<file path="config.mk">
export PLATFORM = sky130hd
export DESIGN_NAME = proc_io_in_fifo
export DESIGN_NICKNAME = d
export VERILOG_FILES = /design/src/rtl/proc_io_in_fifo.sv
export SDC_FILE = /design/constraint.sdc
export NUM_CORES = 1
export LEC_CHECK = 0
export CAP_MARGIN = 10
export CORE_UTILIZATION = 35
export CTS_BUF_LIST = sky130_fd_sc_hd__clkbuf_2
export CTS_CLUSTER_SIZE = 14
export DETAILED_ROUTE_END_ITERATION = 12
export PLACE_DENSITY = 0.52
export SLEW_MARGIN = 20
export SYNTH_ARGS = -nofsm -noshare
export SYNTH_HDL_FRONTEND = slang
export SYNTH_SLANG_ARGS = --single-unit
export TNS_END_PERCENT = 50
</file>
<file path="constraint.sdc">
create_clock -name clk -period 2.5 [get_ports clk]
set_input_delay 0.375 -clock clk [delete_from_list [all_inputs] [get_ports clk]]
set_output_delay 0.375 -clock clk [all_outputs]
set_load 0.05 [all_outputs]
</file>
<file path="src/rtl/proc_io_in_fifo.sv">
// rtl/proc_io_in_fifo.sv - per-channel input FIFOs feeding the processor io_in port
//
// Purpose: one small FIFO per processor input address. Producers push samples
// tagged with a channel number. The processor pops the head of channel
// addr_in with req_in, and samples io_in in that same cycle.
//
// Ports:
//   clk, rst             clock, asynchronous active-high reset
//   s_data/s_chan        producer sample and destination channel
//   s_valid/s_ready      producer handshake; s_ready = !full[s_chan]
//   addr_in/req_in       processor channel select and read strobe
//   io_in                show-ahead head of channel addr_in, 0 when empty
//   empty/full           per-channel occupancy flags
//   uflow                sticky per-channel underflow flags
module proc_io_in_fifo #(
    parameter int NUBITS = 16,
    parameter int NUIOIN = 8,
    parameter int FDEPTH = 4,
    parameter int CHW    = $clog2(NUIOIN),
    parameter int PTRW   = $clog2(FDEPTH)
) (
    input  logic              clk,
    input  logic              rst,
    input  logic [NUBITS-1:0] s_data,
    input  logic [CHW-1:0]    s_chan,
    input  logic              s_valid,
    output logic              s_ready,
    input  logic [CHW-1:0]    addr_in,
    input  logic              req_in,
    output logic [NUBITS-1:0] io_in,
    output logic [NUIOIN-1:0] empty,
    output logic [NUIOIN-1:0] full,
    output logic [NUIOIN-1:0] uflow
);

    logic [NUBITS-1:0] mem [NUIOIN][FDEPTH];
    logic [PTRW-1:0]   wp  [NUIOIN];
    logic [PTRW-1:0]   rp  [NUIOIN];
    logic [PTRW:0]     cnt [NUIOIN];

    // Channel numbers outside 0..NUIOIN-1 address nothing.
    logic s_chan_ok;
    logic addr_ok;
    logic push;
    logic pop;
    logic under;

    assign s_chan_ok = (32'(s_chan) < NUIOIN);
    assign addr_ok   = (32'(addr_in) < NUIOIN);

    always_comb begin
        for (int c = 0; c < NUIOIN; c++) begin
            empty[c] = (cnt[c] == '0);
            full[c]  = (cnt[c] == (PTRW+1)'(FDEPTH));
        end
    end

    // s_ready looks only at the registered full flag, so a pop in the same
    // cycle does not open a slot for the producer until the next cycle.
    assign s_ready = s_chan_ok && !full[s_chan];

    assign push  = s_valid && s_ready;
    assign pop   = req_in && addr_ok && !empty[addr_in];
    assign under = req_in && addr_ok && empty[addr_in];

    // Empty channels present 0, so stale storage is never visible.
    assign io_in = (addr_ok && !empty[addr_in]) ? mem[addr_in][rp[addr_in]] : '0;

    // Storage needs no reset; it is only observed through io_in.
    always_ff @(posedge clk) begin
        if (push) begin
            mem[s_chan][wp[s_chan]] <= s_data;
        end
    end

    always_ff @(posedge clk or posedge rst) begin
        if (rst) begin
            for (int c = 0; c < NUIOIN; c++) begin
                wp[c]    <= '0;
                rp[c]    <= '0;
                cnt[c]   <= '0;
                uflow[c] <= 1'b0;
            end
        end else begin
            for (int c = 0; c < NUIOIN; c++) begin
                logic psh;
                logic pp;
                psh = push && (s_chan == CHW'(c));
                pp  = pop && (addr_in == CHW'(c));
                // Pointers are PTRW bits and FDEPTH is a power of two, so
                // the natural overflow is the modulo wrap.
                if (psh) begin
                    wp[c] <= wp[c] + 1'b1;
                end
                if (pp) begin
                    rp[c] <= rp[c] + 1'b1;
                end
                if (psh && !pp) begin
                    cnt[c] <= cnt[c] + 1'b1;
                end else if (pp && !psh) begin
                    cnt[c] <= cnt[c] - 1'b1;
                end
                if (under && (addr_in == CHW'(c))) begin
                    uflow[c] <= 1'b1;
                end
            end
        end
    end

endmodule

</file>
==> results.md <==
* Area after DPL at 27600 um^2
* Post-Synth Adder-Cell Area at 0.0112
* Max_cap viols at 0
* IO Pins at 67
* Largest net degree at the start of global routing at 34
* Placed insts at 2273
* Htree depth at 4
* Fmax achieved at 0.251 GHz
* Synth Area in Compound Gates at 0.0269
* Setup WS pre-CTS at -0.752 ns
* Logic pwr share at 0.361
* First-pass detailed-route iteration total at 6
* Total GRT Usage at 0.189
* DRC at 0
* CP Class: reg2out
* Register Area at 17000 um^2
* Worst slew margin at 0.396
* Switch share at 0.341
* GR Overflow Total at 0
* Starting DRT DRC Count at 950
* CP max stage delay at 0.59 ns
* Most used cell, CP: buf_12
* Routed Antenna Nets at 0
* Fin nets at 1659
* Final Util at 0.459
* Starting density of the core at 0.354
* Asr flop ratio synth at 0.111
* Clk pwr share at 0.221
* Clock Tree Buf Depth at 3
* Fin area at 30100 um^2
* Syn Inst Count at 1131
* Post-synthesis simple-gate area fraction at 0.0327
* Layout cells sized above 1 at 0.492
* Routability cong. at 0.793
* Clk slew on worst S/H paths at 0.09 ns
* Layout fillers at 5730
* Post-synthesis mux area share at 0.163
* Synth Warn # at 0
* Commonest non-fill, non-tap cell in the layout: edfxtp_1
* CTS tree: done
* Synth Area per Inst at 20.5 um^2
* WL final at 61200 um
* WP data arrival at 3.61 ns
* P_leak at 10.6 nW
* Post-route minimum period at 3.99 ns
* Slowest CP cell: mux4_2
* Cell variety after synth at 52
* Post-route clock period utilization at 1.59
* Post-DP HPWL at 38800 um
* Clk_lat worst skew at 1.34 ns
* Ordered list of cells on the worst path: mux4_2 > buf_12 > mux2_4 > a222oi_1 > a211oi_2 > buf_12
* Via-to-Cell Ratio at 4.99
* Rows at 94
* RSZ-0062 raised after global routing: true
* Avg WL per Cell at 23.6 um
* Synth Flop Type: edfxtp_1
* Least-Margin Pin Slew at 0.907 ns
* First-pass GRT wire length at 91200 um
* P_sw at 9.46 mW
* Maximum vdd drop at 0.455 mV
* Initial antenna violation count at 3
* # port buffers at 66
* Power Internal at 18.3 mW
* CTS sink count at 576
* Die W at 259 um
* Outcome: finished, violations left
* Syn_nets at 1173
* Core ar. at 65600 um^2
* Die Y at 259 um
* Critical path fanouts, max at 5
* Startpoint Class: flip-flop
* Area growth syn-to-layout at 29.9%
* Final setup viols at 169
* EDFF count, synth at 512
* WP data required at 2.12 ns
* Multi-input gate area at 6520 um^2
* Final setup skew at 0.0904 ns
* TritonCTS Buffers at 148
* Post-Synth XOR/XNOR Area at 0.0181
* Via count at 12960
* Commonest cells after routing, fill and taps aside: 512 x edfxtp_1, 208 x clkbuf_2, 204 x buf_4
* Clock Tree Root: clkbuf_2
* Violated checks: setup timing
* Final cell count without fillers at 2595
* Number of global-route vias before repair at 13948
* Pwr dens at 921 nW/um^2
* Flop pwr share at 0.417
* Slack of the critical path at -1.49 ns
* Worst setup EP type: primary output
* Synth Register Bits at 576
* Sequential area share after synthesis at 0.732
* Final Hold Fails at 0
* Post-Syn Area at 23200 um^2
* Worst hold path class: in2reg
* Max Transition Viols Final at 0
* Main combinational cell family by area after synthesis: multiplexers
* Die ar. at 67300 um^2
state kept, by name, indices dropped and copies added (netlist names):
signal	count
rp	16
mem	512
wp	16
cnt	24
uflow	8
what timing repair did:
item	in CTS	in global routing
endpoints found under the setup margin	152	267
setup buffers	22	22
hold endpoints to repair	630	0
resized for setup	215	42
gates cloned	1	0
hold buffers	29	0
pin swaps	34	26
Yosys cell counts (2+ instances only):
master	count	area (um^2)
nand4_1	7	43.8
nand2b_1	4	25.0
o21bai_1	3	22.5
dfrtp_1	64	1600
nor2_1	62	233
inv_1	13	48.8
o21ba_1	2	20.0
nand2_1	6	22.5
a21oi_1	8	40.0
a211oi_1	18	135
a21o_1	4	30.0
nor3b_1	8	60.1
mux2i_1	50	500
nand3_1	8	40.0
mux2_2	9	101
buf_2	26	130
nor4_1	2	12.5
edfxtp_1	512	15400
a221oi_1	15	131
buf_1	2	7.51
nor2b_1	4	25.0
xnor2_1	22	193
nor3_1	11	55.1
xor2_1	26	228
nor3b_2	3	37.5
buf_4	8	60.1
mux4_2	139	3130
clkbuf_1	15	56.3
ha_1	8	100
nor4b_1	4	35.0
fa_1	8	160
or2_2	4	25.0
buf_6	7	78.8
nand3b_1	5	37.5
a32oi_1	15	131
o21ba_2	6	60.1
or3_1	8	50.1
final timing paths:
kind | from | to | slack (ns) | cells after the start
min reg2reg | uflow[0] | uflow[0] | 0.46 | 1
max in group asynchronous | rst | rp[6] | 1.37 | 5
max | rp[3] | io_in[9] | -1.49 | 6
min in group asynchronous | rst | wp[10] | 0.51 | 4
min | s_chan[2] | wp[14] | 0.23 | 5
max reg2reg | cnt[19] | mem[2][58] | -0.15 | 10
worst max-delay path, delay by kind of cell, from the launching register on:
family | cells | cell delay, ns
buf+inv | 2 | 0.39
compound gates | 2 | 0.66
mux | 2 | 0.88
flops | 1 | 0.39
logic make-up after synthesis:
kind of cell    after synthesis
flops                       576
xor+xnor                     48
simple gates                142
compound gates               77
buf+inv                      71
fa+ha+maj                    16
mux                         201
routing by layer:
metal,share of wire,vias up,GRT usage
li1,-,5727,-
met1,0.43,6854,0.244
met2,0.51,307,0.317
met3,0.047,72,0.0451
met4,0.016,0,0.0574
met5,0,-,0
cell type report:
cell class              instances  area share
flip-flops and latches        576       0.563
repair buffers                393       0.141
inverters                      13     0.00162
clock inverters                51     0.00760
diodes                          5    0.000415
multi-input cells             485       0.216
clock buffers                 208      0.0345
well taps                     864      0.0359
power by group through the flow:
stage / Sequential, mW / Combinational (mW) / Clock [mW]
final: 11.6 / 10.0 / 6.14
after detailed placement: 11.8 / 8.85 / 0
after global routing: 11.7 / 10.6 / 6.88
after CTS: 11.6 / 9.82 / 6.40
after global placement: 11.8 / 8.79 / 0
after floorplan: 12.1 / 4.05 / 0
per-stage QoR:
stage | setup TNS (ns) | hold slack [ns] | total power, mW
6_report | -34.40 | 0.228 | 27.8
3_5_place_dp | -291.93 | 0.448 | 20.6
2_1_floorplan | -94.62 | 0.437 | 16.1
3_3_place_gp | -264.63 | 0.443 | 20.6
4_1_cts | -34.33 | 0.0217 | 27.8
5_1_grt | -75.11 | 0.0630 | 29.1
No activity file was read; power rests on OpenSTA's default activity.
